<file path="config.mk">
export PLATFORM = sky130hd
export DESIGN_NAME = incr_seq_monitor
export DESIGN_NICKNAME = d
export VERILOG_FILES = /design/src/rtl/incr_mon_pkg.sv /design/src/rtl/sat_counter.sv /design/src/rtl/incr_seq_monitor.sv
export SDC_FILE = /design/constraint.sdc
export NUM_CORES = 1
export LEC_CHECK = 0
export BUFFER_PORTS_ARGS = -buffer_cell sky130_fd_sc_hd__clkbuf_2
export CORE_AREA = 2 2 154 156
export CTS_CLUSTER_DIAMETER = 50
export DETAILED_ROUTE_END_ITERATION = 16
export DIE_AREA = 0 0 156 158
export PLACE_DENSITY = 0.75
export SLEW_MARGIN = 25
export SYNTH_ARGS = -nofsm -noshare
export SYNTH_HDL_FRONTEND = slang
export SYNTH_SLANG_ARGS = --single-unit
</file>
<file path="constraint.sdc">
create_clock -name clk -period 4.62 [get_ports clk]
set_input_delay 0.924 -clock clk [delete_from_list [all_inputs] [get_ports clk]]
set_output_delay 0.924 -clock clk [all_outputs]
set_load 0.05 [all_outputs]
</file>
<file path="src/rtl/incr_mon_pkg.sv">
// rtl/incr_mon_pkg.sv - shared types and default sizes for the incrementing-sequence monitor
package incr_mon_pkg;

    typedef enum logic {
        IDLE  = 1'b0,   // waiting for a seed sample, no check performed
        TRACK = 1'b1    // every accepted sample is checked against prev+STEP
    } mon_state_e;

    localparam int DEF_WIDTH     = 32;
    localparam int DEF_STEP      = 1;
    localparam int DEF_TS_WIDTH  = 16;
    localparam int DEF_CNT_WIDTH = 8;

endpackage

</file>
<file path="src/rtl/sat_counter.sv">
// rtl/sat_counter.sv - W-bit up counter that sticks at all-ones, with sync clear
// Ports:
//   clk   clock, rising edge
//   rst_n asynchronous active-low reset, q -> 0
//   clr   synchronous clear, wins over inc
//   inc   count up by one unless already saturated
//   q     current count
module sat_counter #(
    parameter int W = 8
) (
    input  logic         clk,
    input  logic         rst_n,
    input  logic         clr,
    input  logic         inc,
    output logic [W-1:0] q
);

    always_ff @(posedge clk or negedge rst_n) begin
        if (!rst_n) begin
            q <= '0;
        end else if (clr) begin
            q <= '0;
        end else if (inc && (q != {W{1'b1}})) begin
            q <= q + W'(1);
        end
    end

endmodule

</file>
<file path="src/rtl/incr_seq_monitor.sv">
// rtl/incr_seq_monitor.sv - timestamps and checks an incrementing sample stream, re-emits it registered
// Ports:
//   clk, rst_n            clock and asynchronous active-low reset
//   clear                 sync clear of checker state; timestamp keeps running
//   in_valid/in_ready     input handshake, in_data is the sample
//   mon_valid/mon_ready   output handshake for mon_data/mon_time/mon_ok
//   err, err_count        sticky mismatch flag and saturating mismatch count
//   run_len               saturating count of consecutive matches
//   first_exp/act/time    expected value, actual value and timestamp of the first mismatch
module incr_seq_monitor
    import incr_mon_pkg::*;
#(
    parameter int WIDTH     = DEF_WIDTH,
    parameter int STEP      = DEF_STEP,
    parameter int TS_WIDTH  = DEF_TS_WIDTH,
    parameter int CNT_WIDTH = DEF_CNT_WIDTH
) (
    input  logic                 clk,
    input  logic                 rst_n,
    input  logic                 clear,
    input  logic                 in_valid,
    output logic                 in_ready,
    input  logic [WIDTH-1:0]     in_data,
    output logic                 mon_valid,
    input  logic                 mon_ready,
    output logic [WIDTH-1:0]     mon_data,
    output logic [TS_WIDTH-1:0]  mon_time,
    output logic                 mon_ok,
    output logic                 err,
    output logic [CNT_WIDTH-1:0] err_count,
    output logic [CNT_WIDTH-1:0] run_len,
    output logic [WIDTH-1:0]     first_exp,
    output logic [WIDTH-1:0]     first_act,
    output logic [TS_WIDTH-1:0]  first_time
);

    mon_state_e          state_q;
    mon_state_e          state_d;
    logic [WIDTH-1:0]    prev_q;
    logic [WIDTH-1:0]    exp_val;
    logic [TS_WIDTH-1:0] ts_q;
    logic                transfer;
    logic                checking;
    logic                match;
    logic                mismatch;
    logic                hit;
    logic                run_clr;

    // The output slot is free when empty or being drained this cycle, so a
    // steady stream flows at one sample per cycle. rst_n gates it so nothing
    // is accepted while the block is held in reset.
    assign in_ready = rst_n & ~clear & (~mon_valid | mon_ready);
    assign transfer = in_valid & in_ready;

    // Modulo 2^WIDTH: all-ones followed by zero is a legal step.
    assign exp_val  = prev_q + WIDTH'(STEP);

    always_ff @(posedge clk or negedge rst_n) begin
        if (!rst_n) begin
            state_q <= IDLE;
        end else begin
            state_q <= state_d;
        end
    end

    always_comb begin
        state_d  = state_q;
        checking = 1'b0;
        match    = 1'b0;
        case (state_q)
            IDLE: begin
                if (transfer) begin
                    state_d = TRACK;
                end
            end
            TRACK: begin
                checking = transfer;
                match    = (in_data == exp_val);
            end
            default: begin
                state_d = IDLE;
            end
        endcase
        if (clear) begin
            state_d = IDLE;
        end
    end

    assign mismatch = checking & ~match;
    assign hit      = checking & match;
    // A seed sample or a mismatch restarts the run; clear zeroes it too.
    assign run_clr  = clear | (transfer & ~hit);

    // Free-running timestamp; clear deliberately leaves it alone.
    always_ff @(posedge clk or negedge rst_n) begin
        if (!rst_n) begin
            ts_q <= '0;
        end else begin
            ts_q <= ts_q + TS_WIDTH'(1);
        end
    end

    // Resync on the actual value so one bad sample costs one error, not many.
    always_ff @(posedge clk or negedge rst_n) begin
        if (!rst_n) begin
            prev_q <= '0;
        end else if (transfer) begin
            prev_q <= in_data;
        end
    end

    always_ff @(posedge clk or negedge rst_n) begin
        if (!rst_n) begin
            mon_valid <= 1'b0;
            mon_data  <= '0;
            mon_time  <= '0;
            mon_ok    <= 1'b0;
        end else if (clear) begin
            mon_valid <= 1'b0;
        end else if (transfer) begin
            mon_valid <= 1'b1;
            mon_data  <= in_data;
            mon_time  <= ts_q;
            mon_ok    <= ~mismatch;
        end else if (mon_ready) begin
            mon_valid <= 1'b0;
        end
    end

    // Capture only while err is still low, so later mismatches never overwrite.
    always_ff @(posedge clk or negedge rst_n) begin
        if (!rst_n) begin
            err        <= 1'b0;
            first_exp  <= '0;
            first_act  <= '0;
            first_time <= '0;
        end else if (clear) begin
            err        <= 1'b0;
            first_exp  <= '0;
            first_act  <= '0;
            first_time <= '0;
        end else if (mismatch) begin
            err <= 1'b1;
            if (!err) begin
                first_exp  <= exp_val;
                first_act  <= in_data;
                first_time <= ts_q;
            end
        end
    end

    sat_counter #(.W(CNT_WIDTH)) u_err_count (
        .clk   (clk),
        .rst_n (rst_n),
        .clr   (clear),
        .inc   (mismatch),
        .q     (err_count)
    );

    sat_counter #(.W(CNT_WIDTH)) u_run_len (
        .clk   (clk),
        .rst_n (rst_n),
        .clr   (run_clr),
        .inc   (hit),
        .q     (run_len)
    );

endmodule

</file>
==> results.md, run 1 <==
* Drt initial violations at just under 600
* Final Hold Fails at 0
* Critical path class: flop to flop
* Worst Path Max Fanout at 17
* Post-DP Area at roughly 0.011 mm2
* Critical-path cell list: nand4_1 -> or4_1 -> or4_1 -> xnor2_1 -> a2111oi_0 -> nand4_1 -> nand4b_1 -> or4_1 -> a21oi_1
* Deepest clock path buffer count at 2
* First-pass GRT wire length at around 42,000 um
* Relative slew slack at approximately 43%
* Antenna viol nets, final at 0
* Leakage Power at about 5.6 nW
* CP max stage cell: or4_1
* Ys flop type: dfrtp_1
* Most common cell in the synthesized netlist: nand2_1
* Required time worst endpoint at roughly 5000 ps
* Effective utilization at floorplan at 42.3%
* Register area share after synthesis at 50.3%
* Vias in the first global route at around 7,500
* Nets@finish at between 1,000 and 1,500
* # Post-CTS Setup Buffers at 0
* Via count at around 7,600
* Period minus WS final at roughly 4400 ps
* Final setup viols at 0
* 1st-pass router iterations at 6
* GRT overflow at 0
* H-tree depth at 4
* Slowest stage delay, CP at just under 700 ps
* Worst-Skew Late Latency at ~430 ps
* Crit path DAT at ~4700 ps
* Final worst path period share at a little over nine tenths
* Post-CTS Hold Buffers at 0
* Vias per cell at approximately 5.4
* Clock sinks at 196
* Outcome: finished clean
* CTS root buf: clkbuf_16
* Setup crit start kind: flop
* CTS clk-pin slew, worst paths at 80 ps
* Layout cells sized above 1 at roughly a quarter
* Core Area at roughly 0.023 mm2
* Yosys top cell by area: dfrtp_1
* Total number of yosys warnings at 0
* Max-Cap Viols at 0
* GR Util All Layers at between 20 and 25%
* Peak supply drop at approximately 0.30 mV
* Die area at roughly 0.025 mm2
* Top cells by instance count after synthesis: nand2_1 (252), dfrtp_1 (196), nor2b_1 (47)
* Synth Instances at 958
* Power Dens Cells at roughly 370 mW/mm2
* Avg Cell Area, Syn at 10.2 um2
* CP Capture Type: flop
* Async set-or-reset flop fraction in the synthesized netlist at 100%
* Final Instance Count excl. Fillers at about 1,400
* Yosys top cell area share at 50.3%
* CP most frequent cell: or4_1
* CTS tree: yes
* Initial antenna violation count at 0
* EDFF count, synth at 0
* Die H at approximately 160 um
* FP Rows at 56
* DP Wirelength at 18,400 um
* Placed instance count at about 1,400
* Fin area at around 0.011 mm2
* Synth area leaders: dfrtp_1 (50%), nand2_1 (9.7%), mux2_4 (6.8%)
* Storage cell area at 0.00490 mm2
* Post-synthesis register bit count at ~200
* Unrepaired setup endpoints after global routing: false
* Final Wtd Congestion at around 0.9
* Port bufs at between 150 and 200
* Ant diodes at 0
* Aggregate routed wire length at about 26,000 um
* Hold WC Path Type: flop to flop
* Worst Skew at roughly 13 ps
* Fillers at between 2,000 and 2,500
* CTS Buf Count at 17
* Synth unique cells at 65
* Final-report max-slew violation count at 0
* Largest net degree at the start of global routing at 81
* Syn nets at approximately 1,000
* Residual DRC at 0
* Setup TNS Final at 0 ps
* Avg WL per Cell at ~19 um
* Fmax at around 0.23 GHz
* Synth-to-layout area growth at 17.6%
* Die X at 156 um
* Post-CTS sizing at 0
* Slew @ Worst Pin at ~850 ps
* # IOs at roughly 190
* Area taken by multi-input logic gates at roughly 0.0045 mm2
* Synth Cell Area at 0.00975 mm2
critical path: cells and delay by family (launching register included):
kind,cells,cell delay (ps)
and+or+nand+nor,6,2950
DFF,1,560
xor gates and xnor gates,1,160
AOI/OAI and AO/OA,2,650
cell usage in the layout, fill, tap and decap left out, types with 15 or more instances in the layout:
cell type and instances:
nand2_1 251, dfrtp_1 196, clkbuf_2 183, nor2b_1 47, mux2_4 44, xnor2_1 37, mux2i_1 36, nand4_1 29
xor2_1 28, nand3_1 26, nor2_1 24, o21ai_0 20, inv_1 18, clkbuf_16 17, a21oi_1 15
power breakdown:
part / leakage, nW / internal [W] / switching (W)
clock network: 0.277 / 0.000718 / 0.000739
logic: 2.71 / 0.000242 / 0.000566
registers: 2.60 / 0.00183 / 0.000145
total: 5.59 / 0.00279 / 0.00145
per-stage QoR:
step	hold WS (ps)	setup WS (ps)	power (W)	util, %
after floorplan	466	784	0.00256	-
after global placement	462	537	0.00281	47.3
after detailed placement	462	364	0.00282	47.3
after CTS	485	300	0.00428	49.8
after global routing	509	18.1	0.00444	49.8
final	480	232	0.00424	49.8
layer usage:
metal | track usage [%] | vias to the layer above | wire length, um
met2 | 34.2 | 261 | 12100
met5 | 0 | - | 0
li1 | - | 3575 | -
met4 | 6.29 | 0 | 430
met3 | 4.52 | 28 | 1720
met1 | 31.2 | 3749 | 12200
cell type report:
cell class,count,share of cell area [%]
Inverter,18,0.589
Sequential cell,196,42.7
Tap cell,290,3.16
Clock inverter,15,1.19
Timing Repair Buffer,200,9.29
Multi-Input combinational cell,686,39.3
Clock buffer,17,3.71
registers in the layout (all words and copies together) (netlist names):
| signal | cells |
|---|---|
| err | 1 |
| first_act | 32 |
| first_exp | 32 |
| first_time | 16 |
| mon_data | 32 |
| mon_ok | 1 |
| mon_time | 16 |
| mon_valid | 1 |
| prev_q | 32 |
| state_q | 1 |
| ts_q | 16 |
| u_err_count.q | 8 |
| u_run_len.q | 8 |
worst paths after layout:
check	from	to	slack, ps	depth (start not counted)
min in group asynchronous	rst_n	mon_data[16]$_DFFE_PN0P_	690	2
max in group asynchronous	rst_n	u_err_count.q[2]$_DFFE_PN0P_	2570	3
worst max register to register	prev_q[19]$_DFFE_PN0P_	u_run_len.q[7]$_DFFE_PN0P_	230	9
worst max-delay path	prev_q[19]$_DFFE_PN0P_	u_run_len.q[7]$_DFFE_PN0P_	230	9
worst min-delay path	mon_data[19]$_DFFE_PN0P_	mon_data[19]$_DFFE_PN0P_	480	2
worst min register to register	mon_data[19]$_DFFE_PN0P_	mon_data[19]$_DFFE_PN0P_	480	2
cells by family (layout without fill, tap and decap cells):
group | count (synthesis) | after routing | synth area share, %
buffers and inverters | 76 | 250 | 3.55
and+or+nand+nor | 452 | 452 | 22.0
muxes | 81 | 81 | 10.6
DFF | 196 | 196 | 50.3
AOI/OAI and AO/OA | 77 | 77 | 5.63
adders and majority gates | 4 | 4 | 0.513
xor gates and xnor gates | 72 | 72 | 7.45
Power figures use the tool's default switching activity.
==> run 2: changes to the inputs <==
--- a/config.mk
+++ b/config.mk
@@ -6,11 +6,11 @@
 export NUM_CORES = 1
 export LEC_CHECK = 0
 export BUFFER_PORTS_ARGS = -buffer_cell sky130_fd_sc_hd__clkbuf_2
-export CORE_AREA = 2 2 154 156
+export CORE_AREA = 2 2 143 145
 export CTS_CLUSTER_DIAMETER = 50
 export DETAILED_ROUTE_END_ITERATION = 16
-export DIE_AREA = 0 0 156 158
-export PLACE_DENSITY = 0.75
+export DIE_AREA = 0 0 145 147
+export PLACE_DENSITY = 0.83
 export SLEW_MARGIN = 25
 export SYNTH_ARGS = -nofsm -noshare
 export SYNTH_HDL_FRONTEND = slang
==> results.md, run 2 (synthesis results as in run 1) <==
* Worst Skew at 13.3 ps (+0.235 ps)
* Setup TNS Final at 0 ps (unchanged)
* GR Util All Layers at 24.1% (+2.2 points)
* Commonest non-fill, non-tap cell in the layout: nand2_1
* R2r setup slk at 530 ps (+300 ps)
* Layout cells sized above 1 at 25.5% (unchanged)
* Antenna viol nets, final at 0 (unchanged)
* Fmax at 0.245 GHz (+7.3%)
* Leakage Power at 5.59 nW (about the same)
* Relative slew slack at 45.1% (+2.0 points)
* Slew @ Worst Pin at 824 ps (-22.3 ps)
* CTS Buf Count at 17 (unchanged)
* Post-CTS Hold Buffers at 0 (unchanged)
* Seq pwr share at 46.9% (+0.3 points)
* Dpl ws at 301 ps (-63.1 ps)
* Final setup viols at 0 (unchanged)
* Area taken by multi-input logic gates at 0.00451 mm2 (unchanged)
* Switching Fraction at 33.5% (-0.71 points)
* CP max stage cell: or4_4
* Outcome: finished clean
* # IOs at 185 (unchanged)
* Power Dens Cells at 369 mW/mm2 (-0.23%)
* 1st-pass router iterations at 5 (-1)
* Unrepaired setup endpoints after global routing: false
* Synth-to-layout area growth at 17.4%
* Internal at 0.00281 W (+0.67%)
* Crit path DAT at 4410 ps (-330 ps)
* Bufs and invs on worst path at 2 (+2)
* Crit path launch: prev_q[8]$_DFFE_PN0P_
* Reg2reg start: prev_q[8]$_DFFE_PN0P_
* Critical Path Sink: first_act[30]$_DFFE_PN0P_
* Post-DP Area at 0.0109 mm2 (-0.37%)
* Total chip power at 0.00423 W (-0.40%)
* Slowest stage delay, CP at 680 ps (about the same)
* Setup crit start kind: flop
* Storage cell area at 0.00490 mm2 (unchanged)
* Drt initial violations at 527 (-10%)
* Final Hold Fails at 0 (unchanged)
* R2R depth at 11 (+2)
* Critical-path cell list: and4_1 -> nand4_1 -> or4_4 -> mux2_2 -> a2111oi_4 -> nand4b_1 -> o21ai_2 -> buf_4 -> nor2_4 -> buf_4 -> mux2_4
* Vias per cell at 5.46 (+1.9%)
* Initial antenna violation count at 1 (+1)
* Final worst path period share at 88.5% (-6.5 points)
* Required time worst endpoint at 4940 ps (-40 ps)
* Worst Path Max Fanout at 32 (+15)
* Fillers at 1,677 (-21%)
* Fin Hold WS at 421 ps (-59.0 ps)
* CTS root buf: clkbuf_16
* Avg WL per Cell at 18.0 um (-2.9%)
* Reg-to-Reg End: first_act[30]$_DFFE_PN0P_
* Period minus WS final at 4090 ps (-300 ps)
* CP most frequent cell: buf_4
* Peak supply drop at 0.261 mV (-11%)
* Top delay family on crit path: simple AND/OR/NAND/NOR gates
* Most frequent cells in the layout: nand2_1 (251), dfrtp_1 (196), clkbuf_2 (183)
* H-tree depth at 4 (unchanged)
* Sw Pwr at 0.00141 W (-2.5%)
* GRT overflow at 0 (unchanged)
* CTS tree: yes
* Crit. path cell count at 11 (+2)
* DP Wirelength at 17,800 um (-3.3%)
* Final setup margin at 532 ps (+300 ps)
* Die H at 147 um (-7.0%)
* First-pass GRT wire length at 40,800 um (-2.6%)
* Via count at 7,655 (+0.55%)
* CP Capture Type: flop
* Deepest clock path buffer count at 2 (unchanged)
* CTS clk-pin slew, worst paths at 80 ps (about the same)
* Critical path class: flop to flop
* Die X at 145 um (-7.1%)
* Hold WC Path Type: primary input to asynchronous set/reset pin
* Vias in the first global route at 7,512 (+0.28%)
* Gate power share at 19.1% (about the same)
* Residual DRC at 0 (unchanged)
* Worst-Skew Late Latency at 440 ps (about the same)
* Aggregate routed wire length at 25,300 um (-4.2%)
* Max-Cap Viols at 0 (unchanged)
* Port bufs at 184 (unchanged)
* Die area at 0.0213 mm2 (-14%)
* Nets@finish at 1,160 (unchanged)
* Final-report max-slew violation count at 0 (unchanged)
* FP Rows at 52 (-7.1%)
* Clk network pwr share at 34.1% (-0.2 points)
* Fin area at 0.0115 mm2 (-0.18%)
* Largest net degree at the start of global routing at 84 (+3.7%)
* Core Area at 0.0198 mm2 (-14%)
* Effective utilization at floorplan at 49.2% (+6.8 points)
* Clock sinks at 196 (unchanged)
* Final Wtd Congestion at 0.915 (+0.77%)
==> run 2: cell count changes in the layout (fill, tap and decap cells not counted), sizes merged <==
cell / previous run / this run
diode: 0 / 1
inv: 28 / 25
clkbuf: 201 / 203
clkinvlp: 1 / 0
clkinv: 4 / 6
==> run 2: worst min-delay path by stage <==
stage                                         from                  endpoint
after floorplan                 ts_q[15]$_DFF_PN0_        ts_q[15]$_DFF_PN0_
after global placement    mon_data[31]$_DFFE_PN0P_  mon_data[31]$_DFFE_PN0P_
after detailed placement   mon_time[5]$_DFFE_PN0P_   mon_time[5]$_DFFE_PN0P_
after CTS                                    rst_n        mon_ok$_DFFE_PN0P_
after global routing                         rst_n        mon_ok$_DFFE_PN0P_
final                                        rst_n        mon_ok$_DFFE_PN0P_
==> run 2: cell type report <==
cell class	count	share of cell area, %
flip-flops and latches	196	42.8
multi-input cells	686	39.4
repair buffers	200	9.31
clock buffers	19	3.95
well taps	270	2.95
clock inverters	13	0.972
inverters	18	0.590
diodes	1	0.0218
==> run 2: power groups by stage <==
| stage | clock network, W | registers, W | logic, W |
|---|---|---|---|
| 3_5_place_dp | 0 | 0.00201 | 0.000810 |
| 4_1_cts | 0.00148 | 0.00198 | 0.000812 |
| 6_report | 0.00144 | 0.00198 | 0.000806 |
| 2_1_floorplan | 0 | 0.00219 | 0.000371 |
| 3_3_place_gp | 0 | 0.00201 | 0.000801 |
| 5_1_grt | 0.00155 | 0.00200 | 0.000868 |
==> run 2: what timing repair did <==
action / in CTS / in global routing
setup buffers: 0 / 2
setup endpoints to repair: 0 / 8
gates resized for setup: 0 / 0
endpoints found under the hold margin: 0 / 0
==> run 2: stage by stage <==
stage                     util, %  cells
after floorplan                 -    958
after global placement       54.8   1368
after detailed placement     54.8   1368
after CTS                    57.6   1400
after global routing         57.7   1402
final                        57.7   1403
==> run 2: routing by layer <==
layer  wire length (um)  up-vias  GRT usage [%]  share of wire, %
met2              11500      305           37.4                46
met1              11300     3727           33.8                44
met4                380        0           5.74               1.5
li1                   -     3589              -                 -
met3               2130       34           6.93               8.4
met5                  0        -              0                 0
==> run 3: changes to the inputs <==
--- a/config.mk
+++ b/config.mk
@@ -6,11 +6,11 @@
 export NUM_CORES = 1
 export LEC_CHECK = 0
 export BUFFER_PORTS_ARGS = -buffer_cell sky130_fd_sc_hd__clkbuf_2
-export CORE_AREA = 2 2 143 145
+export CORE_AREA = 2 2 137 139
 export CTS_CLUSTER_DIAMETER = 50
 export DETAILED_ROUTE_END_ITERATION = 16
-export DIE_AREA = 0 0 145 147
-export PLACE_DENSITY = 0.83
+export DIE_AREA = 0 0 139 141
+export PLACE_DENSITY = 0.89
 export SLEW_MARGIN = 25
 export SYNTH_ARGS = -nofsm -noshare
 export SYNTH_HDL_FRONTEND = slang
==> constraint.sdc (replaced) <==
create_clock -name clk -period 4.22 [get_ports clk]
set_input_delay 0.844 -clock clk [delete_from_list [all_inputs] [get_ports clk]]
set_output_delay 0.844 -clock clk [all_outputs]
set_load 0.05 [all_outputs]
==> results.md, run 3 (synthesis results as in run 1) <==
* Aggregate routed wire length at 26,300 um (+4.0%)
* Most frequent cells in the layout: nand2_1 (251), dfrtp_1 (196), clkbuf_2 (183)
* Critical hold path startpoint: mon_data[6]$_DFFE_PN0P_
* Crit path launch: prev_q[0]$_DFFE_PN0P_
* Clock sinks at 196 (unchanged)
* Residual DRC at 0 (unchanged)
* Layout cells sized above 1 at 26.2% (+0.65 points)
* Setup TNS Final at 0 ps (unchanged)
* Final worst path period share at 92.9% (+4.4 points)
* Worst Skew at 10.4 ps (-2.89 ps)
* H-tree depth at 4 (unchanged)
* # Post-CTS Setup Buffers at 0 (unchanged)
* Reg2reg start: prev_q[0]$_DFFE_PN0P_
* Slowest stage delay, CP at 610 ps (-70 ps)
* Post-CTS Hold Buffers at 0 (unchanged)
* Core Area at 0.0183 mm2 (-7.9%)
* Commonest non-fill, non-tap cell in the layout: nand2_1
* Bufs and invs on worst path at 1 (-1)
* Fillers at 1,483 (-12%)
* Drt initial violations at 649 (+23%)
* Avg WL per Cell at 19.1 um (+6.0%)
* Power Dens Cells at 412 mW/mm2 (+12%)
* Die X at 139 um (-4.1%)
* Slew @ Worst Pin at 865 ps (+40.3 ps)
* Area taken by multi-input logic gates at 0.00452 mm2 (+0.14%)
* Port bufs at 184 (unchanged)
* R2r setup slk at 300 ps (-230 ps)
* Peak supply drop at 0.288 mV (+10%)
* Final-report max-slew violation count at 0 (unchanged)
* Top delay family on crit path: simple AND/OR/NAND/NOR gates
* Largest net degree at the start of global routing at 78 (-7.1%)
* Critical-path cell list: ha_1 -> nand3_1 -> nor4_1 -> nand4_1 -> xnor2_1 -> a2111oi_0 -> nand4_1 -> nand4b_1 -> buf_4 -> or4_1 -> a21oi_1
* Vias per cell at 5.72 (+4.8%)
* Via count at 7,877 (+2.9%)
* Synth-to-layout area growth at 18.3%
* Outcome: finished clean
* GR Util All Layers at 27.1% (+3.0 points)
* Deepest clock path buffer count at 2 (unchanged)
* Hold WC Path Type: flop to flop
* GRT overflow at 0 (unchanged)
* Vias in the first global route at 7,925 (+5.5%)
* Post-CTS sizing at 0 (unchanged)
* Setup crit start kind: flop
* Storage cell area at 0.00490 mm2 (unchanged)
* Die area at 0.0196 mm2 (-8.1%)
* Required time worst endpoint at 4590 ps (-350 ps)
* Crit path DAT at 4290 ps (-120 ps)
* Antenna viol nets, final at 0 (unchanged)
* CTS clk-pin slew, worst paths at 70 ps (about the same)
* Relative slew slack at 41.8% (-3.2 points)
* Nets@finish at 1,172 (+1.0%)
* Die H at 141 um (-4.1%)
* FP Rows at 50 (-3.8%)
* CP Capture Type: flop
* Fmax at 0.255 GHz (+4.3%)
* CP most frequent cell: nand4_1
* Final Hold Fails at 0 (unchanged)
* Effective utilization at floorplan at 53.4% (+4.2 points)
* Initial antenna violation count at 1 (unchanged)
* # IOs at 185 (unchanged)
* Critical path class: flop to flop
* DP Wirelength at 18,500 um (+3.8%)
* 1st-pass router iterations at 5 (unchanged)
* CTS tree: yes
* Worst-Skew Late Latency at 450 ps (about the same)
* Period minus WS final at 3920 ps (-167 ps)
* Unrepaired setup endpoints after global routing: false
* Leakage Power at 5.66 nW (+1.2%)
* CTS Buf Count at 17 (unchanged)
* Total chip power at 0.00475 W (+12%)
* Max-Cap Viols at 0 (unchanged)
* Final Wtd Congestion at 0.975 (+6.5%)
* Final setup viols at 0 (unchanged)
* CP max stage cell: nor4_1
* Worst Path Max Fanout at 17 (-47%)
* First-pass GRT wire length at 42,200 um (+3.3%)
* CTS root buf: clkbuf_16
## run 3: worst min-delay path, cell delays in order, from the launching register on
cell and delay (ps):
dfrtp_1 340, nand2_1 50, nand2_1 50
## run 3: metrics by stage
stage                     instances  hold WS, ps  area, um2  worst slack, ps  util, %
final                          1377          477      11500              299     63.2
after global routing           1376          500      11500             12.8     63.2
after CTS                      1375          481      11500              204     63.1
after detailed placement       1345          462      10900              266     59.9
after global placement         1345          460      10900              392     59.9
after floorplan                 958          466       9750              464        -
## run 3: where the power goes
group | internal (W) | switching [W] | total (W)
sequential | 0.00201 | 0.000152 | 0.00216
clock | 0.000943 | 0.000733 | 0.00168
combinational | 0.000274 | 0.000643 | 0.000917
## run 3: layer usage
metal	vias to the layer above	wire (um)	global-route usage [%]
li1	3606	-	-
met1	3884	11300	37.3
met2	342	12500	42.9
met3	45	1980	6.18
met4	0	567	9.41
met5	-	0	0
## run 3: worst paths after layout
kind                                                endpoint  depth (start not counted)
worst max-delay path              u_run_len.q[3]$_DFFE_PN0P_                         11
worst min-delay path                 mon_data[6]$_DFFE_PN0P_                          2
worst max register to register    u_run_len.q[3]$_DFFE_PN0P_                         11
worst min register to register       mon_data[6]$_DFFE_PN0P_                          2
max in group asynchronous           mon_time[12]$_DFFE_PN0P_                          4
min in group asynchronous       u_err_count.q[6]$_DFFE_PN0P_                          2
## run 3: area by class of cell
class | instances | share of cell area, %
antenna | 1 | 0.0217
clock buffer | 18 | 3.81
clock inverter | 12 | 1.34
inverter | 18 | 0.585
multi-input combinational | 687 | 39.1
sequential | 196 | 42.5
tap | 234 | 2.54
timing repair buffer | 211 | 10.1
